## src/rtl/sync_stream_controller.sv

```systemverilog
`timescale 1ns/1ps
`default_nettype none
// ---------------------------------------------------------------------------
// sync_stream_controller - pipelined FIFO-to-homography query issuer and
// in-order return aligner with mismatch, spurious and timeout detection.
// Revision: 1.0
// ---------------------------------------------------------------------------
module sync_stream_controller #(
  parameter int XW      = 10,
  parameter int YW      = 10,
  parameter int CW      = 8,
  parameter int RW      = 5,
  parameter int GW      = 6,
  parameter int BW      = 5,
  parameter int DEPTH   = 4,
  parameter int TIMEOUT = 1023
) (
  input  logic                         clk_25,
  input  logic                         rst,
  input  logic                         en,
  input  logic                         clr_err,
  input  logic [XW+YW+3*CW-1:0]        q,
  input  logic                         rdempty,
  output logic                         rdreq,
  output logic [XW-1:0]                query_x,
  output logic [YW-1:0]                query_y,
  output logic                         start,
  input  logic                         ready,
  input  logic [XW-1:0]                return_x,
  input  logic [YW-1:0]                return_y,
  input  logic [RW-1:0]                r,
  input  logic [GW-1:0]                g,
  input  logic [BW-1:0]                b,
  output logic                         val,
  output logic [XW-1:0]                sync_x,
  output logic [YW-1:0]                sync_y,
  output logic [RW-1:0]                dvi_r,
  output logic [GW-1:0]                dvi_g,
  output logic [BW-1:0]                dvi_b,
  output logic [RW-1:0]                ccd_r,
  output logic [GW-1:0]                ccd_g,
  output logic [BW-1:0]                ccd_b,
  output logic [$clog2(DEPTH+1)-1:0]   outstanding,
  output logic                         err_mismatch,
  output logic                         err_spurious,
  output logic                         err_timeout,
  output logic [15:0]                  mismatch_cnt
);

  localparam int PW = $clog2(DEPTH);
  localparam int OW = $clog2(DEPTH+1);
  localparam int TW = $clog2(TIMEOUT+1);

  // FIFO record field extraction: {x, y, r, g, b}
  logic [CW-1:0] rec_b;
  logic [CW-1:0] rec_g;
  logic [CW-1:0] rec_r;
  logic [YW-1:0] rec_y;
  logic [XW-1:0] rec_x;

  assign rec_b = q[CW-1:0];
  assign rec_g = q[2*CW-1:CW];
  assign rec_r = q[3*CW-1:2*CW];
  assign rec_y = q[3*CW+YW-1:3*CW];
  assign rec_x = q[3*CW+YW+XW-1:3*CW+YW];

  // Only the channel MSBs are kept; the reduction marks the rest as consumed.
  logic unused_q;
  assign unused_q = ^q;

  logic [XW-1:0] pend_x [DEPTH];
  logic [YW-1:0] pend_y [DEPTH];
  logic [RW-1:0] pend_r [DEPTH];
  logic [GW-1:0] pend_g [DEPTH];
  logic [BW-1:0] pend_b [DEPTH];

  logic [PW-1:0] wptr;
  logic [PW-1:0] rptr;
  logic [TW-1:0] tcnt;

  logic flush;
  logic has_out;
  logic issue;
  logic pop;
  logic spurious;
  logic mismatch;
  logic [15:0] cnt_base;

  logic [XW-1:0] head_x;
  logic [YW-1:0] head_y;

  assign head_x   = pend_x[rptr];
  assign head_y   = pend_y[rptr];

  assign flush    = (tcnt == TW'(TIMEOUT));
  assign has_out  = (outstanding != '0);
  assign issue    = ~rst & en & ~rdempty & (outstanding < OW'(DEPTH)) & ~flush;
  assign rdreq    = issue;
  assign pop      = ready & has_out & ~flush;
  assign spurious = ready & ~has_out & ~flush;
  assign mismatch = pop & ((head_x != return_x) | (head_y != return_y));
  assign cnt_base = clr_err ? 16'h0000 : mismatch_cnt;

  always_ff @(posedge clk_25) begin
    if (issue) begin
      pend_x[wptr] <= rec_x;
      pend_y[wptr] <= rec_y;
      pend_r[wptr] <= rec_r[CW-1:CW-RW];
      pend_g[wptr] <= rec_g[CW-1:CW-GW];
      pend_b[wptr] <= rec_b[CW-1:CW-BW];
    end
  end

  always_ff @(posedge clk_25) begin
    if (rst) begin
      start        <= 1'b0;
      query_x      <= '0;
      query_y      <= '0;
      val          <= 1'b0;
      sync_x       <= '0;
      sync_y       <= '0;
      dvi_r        <= '0;
      dvi_g        <= '0;
      dvi_b        <= '0;
      ccd_r        <= '0;
      ccd_g        <= '0;
      ccd_b        <= '0;
      outstanding  <= '0;
      wptr         <= '0;
      rptr         <= '0;
      tcnt         <= '0;
      err_mismatch <= 1'b0;
      err_spurious <= 1'b0;
      err_timeout  <= 1'b0;
      mismatch_cnt <= 16'h0000;
    end else begin
      start <= issue;
      if (issue) begin
        query_x <= rec_x;
        query_y <= rec_y;
      end

      val <= pop;
      if (pop) begin
        sync_x <= return_x;
        sync_y <= return_y;
        ccd_r  <= r;
        ccd_g  <= g;
        ccd_b  <= b;
        dvi_r  <= pend_r[rptr];
        dvi_g  <= pend_g[rptr];
        dvi_b  <= pend_b[rptr];
      end

      if (flush) begin
        wptr        <= '0;
        rptr        <= '0;
        outstanding <= '0;
      end else begin
        if (issue) wptr <= wptr + PW'(1);
        if (pop)   rptr <= rptr + PW'(1);
        if (issue && !pop)      outstanding <= outstanding + OW'(1);
        else if (pop && !issue) outstanding <= outstanding - OW'(1);
      end

      // Counts idle cycles while queries are pending; any return restarts it.
      if (flush || ready || !has_out) tcnt <= '0;
      else                            tcnt <= tcnt + TW'(1);

      if (mismatch)     err_mismatch <= 1'b1;
      else if (clr_err) err_mismatch <= 1'b0;

      if (spurious)     err_spurious <= 1'b1;
      else if (clr_err) err_spurious <= 1'b0;

      if (flush)        err_timeout <= 1'b1;
      else if (clr_err) err_timeout <= 1'b0;

      if (mismatch)     mismatch_cnt <= (cnt_base == 16'hFFFF) ? 16'hFFFF : cnt_base + 16'h0001;
      else if (clr_err) mismatch_cnt <= 16'h0000;
    end
  end

endmodule
`default_nettype wire

```

## config.mk

```make
export PLATFORM = sky130hd
export DESIGN_NAME = sync_stream_controller
export DESIGN_NICKNAME = d
export VERILOG_FILES = /design/src/rtl/sync_stream_controller.sv
export SDC_FILE = /design/constraint.sdc
export NUM_CORES = 1
export LEC_CHECK = 0
export ABC_CLOCK_PERIOD_IN_PS = 3960
export CORE_ASPECT_RATIO = 1.1
export CORE_MARGIN = 2
export CORE_UTILIZATION = 54
export CTS_BUF_LIST = sky130_fd_sc_hd__clkbuf_8
export DETAILED_ROUTE_END_ITERATION = 10
export PLACE_DENSITY = 0.84
export SETUP_SLACK_MARGIN = 0.4
export SYNTH_ARGS = -nofsm -noshare
export SYNTH_HDL_FRONTEND = slang
export SYNTH_SLANG_ARGS = --single-unit
```

## constraint.sdc

```tcl
create_clock -name clk_25 -period 3.96 [get_ports clk_25]
set_input_delay 0.792 -clock clk_25 [delete_from_list [all_inputs] [get_ports clk_25]]
set_output_delay 0.792 -clock clk_25 [all_outputs]
set_load 0.01 [all_outputs]
```

==> results.md <==
* CTS root buffer: clkbuf_8
* EDFF count, synth at 144
* Critical Path Source Type: flip-flop
* Num rows at 51
* Die Width at 133 µm
* Adder-Cell Fraction of Synth Area at 1.09%
* Placed inst area at 11,900 µm²
* LEAKAGE at 4.32 nW
* CTS sink cnt at 256
* YS warnings at 0
* ANT cells at 0
* Final setup viols at 0
* Initial drt markers at 448
* ANT nets after route at 0
* R2R Path End: mismatch_cnt[13]
* Mux cell area share after synthesis at 8.67%
* Hold path depth at 2
* Setup TNS at 0 ps
* Synth Area in XOR/XNOR at 3.12%
* Total power at 7.07 mW
* R2R cell count at 8
* Synth Register Bits at 256
* Crit Path Category: reg -> out
* WHS at 453 ps
* Top-area cell type share of the netlist area at 44.0%
* CTS buffer count at 40
* Largest net degree at the start of global routing at 92
* CTS tree: done
* Power per cell area at 559 nW/µm²
* Final Max Slew Viols at 0
* Worst Hold Class: reg -> reg
* Slowest CP cell: clkdlybuf4s50_1
* Minimum clock period at 3350 ps
* Synth Instances at 745
* Fraction of layout cells with a size suffix above 1 at 13.6%
* Initial antenna violation count at 0
* Port bufs at 174
* Clk slew on worst S/H paths at 60 ps
* Die Y-Extent at 145 µm
* Vias per cell at 5.31
* Commonest cells post-synth: edfxtp_1 (144), nand2_1 (141), dfxtp_1 (112), a21oi_1 (59), mux4_2 (36)
* Buf/Inv on CP at 1
* Core Footprint at 17,700 µm²
* CTS max path bufs at 3
* CP max FO at 4
* GRT Overall Usage at 22.1%
* GRT overflow at 0
* Area share of and/or/nand/nor cells after synthesis at 11.8%
* Part of the cycle the worst path needs at 84.5%
* Main combinational cell family by area after synthesis: simple AND/OR/NAND/NOR gates
* Compound-gate portion of the synthesized area at 6.10%
* # DRC at 0
* Final Hold Vio Count at 0
* Status: complete, no violations
* Final Wtd Congestion at 0.769
* Hold-fix buffers, CTS at 0
* Slew margin rel. at 30.8%
* Design area at 12,700 µm²
* HPWL Detailed at 13,700 µm
* Most common cell in the netlist: edfxtp_1
* Hold Crit Endpoint: ccd_b[2]
* Cell Chain, Critical Path: ha_1, nand3_1, nor3_2, and3_1, or2_1, nor2b_4, clkdlybuf4s50_1
* Max stage delay on crit path at 480 ps
* H-Tree Depth at 2
* Area contributors post-synth: edfxtp_1 (44%), dfxtp_1 (23%), mux4_2 (8.2%)
* Dominant cell type by area after synthesis: edfxtp_1
* Area of the mapped netlist at 9830 µm²
* Max-cap violations at 0
* RSZ-0062 raised after global routing: false
* Proportion of synthesized chip area in sequential cells at 66.8%
* Synth unique cells at 52
* R2r setup slk at 760 ps
* Delay-heaviest family, CP: simple AND/OR/NAND/NOR gates
* Crit path arrival time at 2550 ps
* Fmax at 0.299 GHz
* Die area at 19,300 µm²
* Area growth syn-to-layout at 28.8%
* Total Routed Length at 21,100 µm
* Vias at 6,416
* # nets final at 1,033
* Post-synth ARST share at 0%
* Worst-Margin Slew at 1040 ps
* Post-synth top flop: edfxtp_1
* CP required at 3170 ps
* Post-Syn Nets at 839
* IO Count at 183
* Skew final at 17.7 ps
* WL/cell at 17.5 µm
* CP Capture Type: output pin
* Max IR drop VDD at 281 µV
* HP Start: ccd_b[2]
* First-pass GRT wire length at 33,400 µm
* Vias in the first global route at 6,394
* Clk_lat worst skew at 550 ps
* Initial DRT Pass Iterations at 5
* Starting Density at 55.4%
* Syn_area_per_cell at 13.2 µm²
* Final core occ at 71.4%
[per-stage QoR]
stage / setup slack [ps] / cells
floorplan: 855 / 745
global placement: 682 / 1134
detailed placement: 675 / 1134
CTS: 484 / 1209
global route: 471 / 1209
finish: 614 / 1209
[placed cells by master, fill, tap and decap left out, drive strengths merged, types with 4 or more instances in the layout]
cell	synthesis	layout
and2	8	8
nand2b	20	20
clkbuf	23	45
xor2	7	7
nand3	7	7
o21ai	25	25
mux4	36	36
nor2	33	33
a21oi	60	60
clkdlybuf4s50	0	173
xnor2	28	28
dfxtp	112	112
nor3	4	4
ha	7	7
and3	8	8
nor2b	10	10
edfxtp	144	144
clkinv	0	14
inv	9	22
nand2	141	141
nand4	8	8
buf	19	21
[where the power goes]
group / leakage (nW) / internal, mW / switching (mW) / total, mW
Sequential: 2.21 / 3.03 / 0.153 / 3.19
Clock: 0.452 / 1.12 / 1.01 / 2.13
Combinational: 1.66 / 0.871 / 0.880 / 1.75
[worst register-to-register path: cells and delay by family, from the launching register on]
kind                   cells  cell delay [ps]
XOR/XNOR                   1              140
buffers and inverters      1              300
flip-flops                 1              640
multiplexers               2              870
AND/OR/NAND/NOR            3              320
AO/OA/AOI/OAI              1              820
[how the worst max path moves through the flow]
stage | start | to | slack (ps) | cells past startpoint
2_1_floorplan | rdempty | outstanding[2] | 850 | 11
3_3_place_gp | en | rdreq | 680 | 5
3_5_place_dp | en | rdreq | 680 | 5
4_1_cts | tcnt[0] | rdreq | 480 | 7
5_1_grt | tcnt[0] | rdreq | 470 | 7
6_report | tcnt[0] | rdreq | 610 | 7
[flip-flops by register name, summed over array words and instances, names as in the netlist, 16 cells and up, named ones only]
signal        cells
pend_r           20
pend_y           40
pend_b           20
mismatch_cnt     16
pend_x           40
pend_g           24
[per-layer routing]
layer	up-vias	track usage, %	wire (µm)
met3	52	5.02	1260
met2	231	36.2	10300
met4	0	9.73	706
met5	-	0	0
li1	3064	-	-
met1	3069	28.4	8840
[kinds of logic after synthesis]
family | Yosys count
AOI/OAI and AO/OA | 103
xor gates and xnor gates | 35
adders and majority gates | 8
buffers and inverters | 51
DFF | 256
muxes | 40
and+or+nand+nor | 252
[cell type report]
class,instances,area [µm²]
clock inverters,29,164
fillers,1219,5080
repair buffers,194,1930
flip-flops and latches,256,6570
multi-input cells,438,3050
well taps,238,298
clock buffers,45,619
inverters,9,33.8
[what timing repair did]
item                                    CTS  global route
pin swaps                                 0             0
gates resized for setup                   0             1
setup buffers                             1             0
endpoints found under the setup margin    1             1
cloned                                    0             0
No activity file was read; power rests on OpenSTA's default activity.
==> RTL change (same settings) <==
Change the parameter `GW` from 6 to 3.
--- a/src/rtl/sync_stream_controller.sv
+++ b/src/rtl/sync_stream_controller.sv
@@ -12,3 +12,3 @@
   parameter int RW      = 5,
-  parameter int GW      = 6,
+  parameter int GW      = 3,
   parameter int BW      = 5,
Interface: changed (resized ccd_g, dvi_g and g); port bits go from 183 to 174. The function was not compared with the original's and may differ.
==> RTL change against the unedited design <==
Area after synthesis is 7.0% lower. Fmax down 2.0%. Clock skew up 0.00070 ns. Utilization rose by 0.50 points. Highest routed layer unchanged. Power shrank 11%. Sequential power is 8.2% lower. Wire length fell by 4.7%. Worst setup slack got worse by 0.067 ns. Design area is 6.7% lower. First-iteration DRC count decreased by 20%. Cell count fell by 7.1%. Sequential cell count decreased by 18.
==> RTL change: results (changes against the unedited design) <==
maximum VDD drop=0.3920 mV (+40%); Max stage delay on crit path=0.50 ns (+0.02 ns); Pleak=4.155 nW (-3.8%); Worst Path Arrival=2.62 ns (+0.07 ns); main area contributors after synthesis=edfxtp_1 (43%), dfxtp_1 (23%), mux4_2 (8.1%); global-route wire length before repair=32000 µm (-4.3%); status=complete, no violations; Via Count=6113 (-4.7%); Pint=4.554 mW (-9.4%); DRT Pass-1 Iters=4 (-1); register area share after synthesis=0.6660 (-0.002082); via/cell ratio=5.443 (+2.6%); synth unique cells=46 (-12%); routability cong.=0.8182 (+6.4%); number of synthesized flops with an enable pin=132 (-8.3%); total placed instance area=11050 µm² (-6.8%); fin nets=981 (-5.0%); critical path's slowest cell=clkdlybuf4s50_1; total track usage=0.2297 (+0.008405); placed cells=1053 (-7.1%); Synth Net Count=797 (-5.0%); vias in the first global route=6203 (-3.0%); CTS Buf Count=38 (-5.0%); Initial DRC Count=358 (-20%); most frequent cells after synthesis=nand2_1 (154), edfxtp_1 (132), dfxtp_1 (106); Cells after Synth=706 (-5.2%); crit path max fanout=10 (+6); hold depth=2 (unchanged); layout cells sized above 1=0.1328 (-0.003189); worst skew pair latency=0.53 ns (-0.02 ns); I/O Buffers=162 (-6.9%); class of the worst hold path=flip-flop to flip-flop; R2R cell count=8 (unchanged); CP endpoint=rdreq; Slew HR=0.3040 (-0.004324); CTS max path bufs=3 (unchanged); biggest regs=pend_x (40), pend_y (40); r2r setup slk=0.96 ns (+0.20 ns); skew final=0.01845 ns (+0.0007030 ns); routed length per instance=17.90 µm (+2.6%); pre-CTS WS=0.6949 ns (+0.01985 ns); Post-DP HPWL=12960 µm (-5.5%); largest net degree at the start of global routing=86 (-6.5%)
RTL change: logic make-up after synthesis:
group,after synthesis,synth area share
xor+xnor,34,0.03259
simple gates,266,0.1332
compound gates,75,0.04943
fa+ha+maj,8,0.01178
flops,238,0.6660
buf+inv,48,0.02109
mux,37,0.08585
RTL change: repair_timing:
action / CTS / global route
buffers inserted: 0 / 1
setup endpoints to repair: 1 / 1
endpoints found under the hold margin: 0 / 0
gates resized for setup: 1 / 1
pin swaps: 0 / 1
RTL change: stage by stage:
step	util	hold WS (ns)
after detailed placement	0.6726	0.4458
after global routing	0.7186	0.4701
after global placement	0.6726	0.4287
final	0.7186	0.4523
after CTS	0.7178	0.4544
after floorplan	-	0.4175
RTL change: worst min path at each step:
stage,from,endpoint,slack [ns]
after floorplan,tcnt[0],tcnt[0],0.42
after global placement,tcnt[0],tcnt[0],0.43
after detailed placement,dvi_b[4],dvi_b[4],0.45
after CTS,ccd_b[0],ccd_b[0],0.45
after global routing,sync_y[6],sync_y[6],0.47
final,ccd_b[0],ccd_b[0],0.45
RTL change: power groups by stage:
stage / Clock [mW] / Combinational (mW) / Sequential [mW]
final: 1.98 / 1.36 / 2.93
after global placement: 0 / 1.34 / 2.97
after floorplan: 0 / 0.782 / 2.99
after CTS: 2.04 / 1.38 / 2.93
after detailed placement: 0 / 1.37 / 2.98
after global routing: 2.14 / 1.48 / 2.95
RTL change: area by class of cell:
| cell class | count | area, µm² |
|---|---|---|
| sequential | 238 | 6086 |
| fill | 1119 | 4624 |
| multi-input combinational | 420 | 2882 |
| timing repair buffer | 183 | 1812 |
| clock buffer | 43 | 591.8 |
| tap | 204 | 255.2 |
| clock inverter | 26 | 146.4 |
| inverter | 9 | 33.78 |
RTL change: metal layers:
metal	up-vias	share of wire	global-route usage
met2	218	0.51	0.4025
met5	-	0	0
met1	2954	0.41	0.2795
li1	2901	-	-
met4	0	0.021	0.07981
met3	40	0.057	0.05309
RTL change: worst register-to-register path: stages, from the launching register on:
cell and delay [ns]:
dfxtp_1 0.34, buf_4 0.26, mux4_2 0.55, xnor2_1 0.21
nand4_1 0.12, nor3_1 0.32, a31oi_2 0.47, nand3_1 0.26
mux2_2 0.35
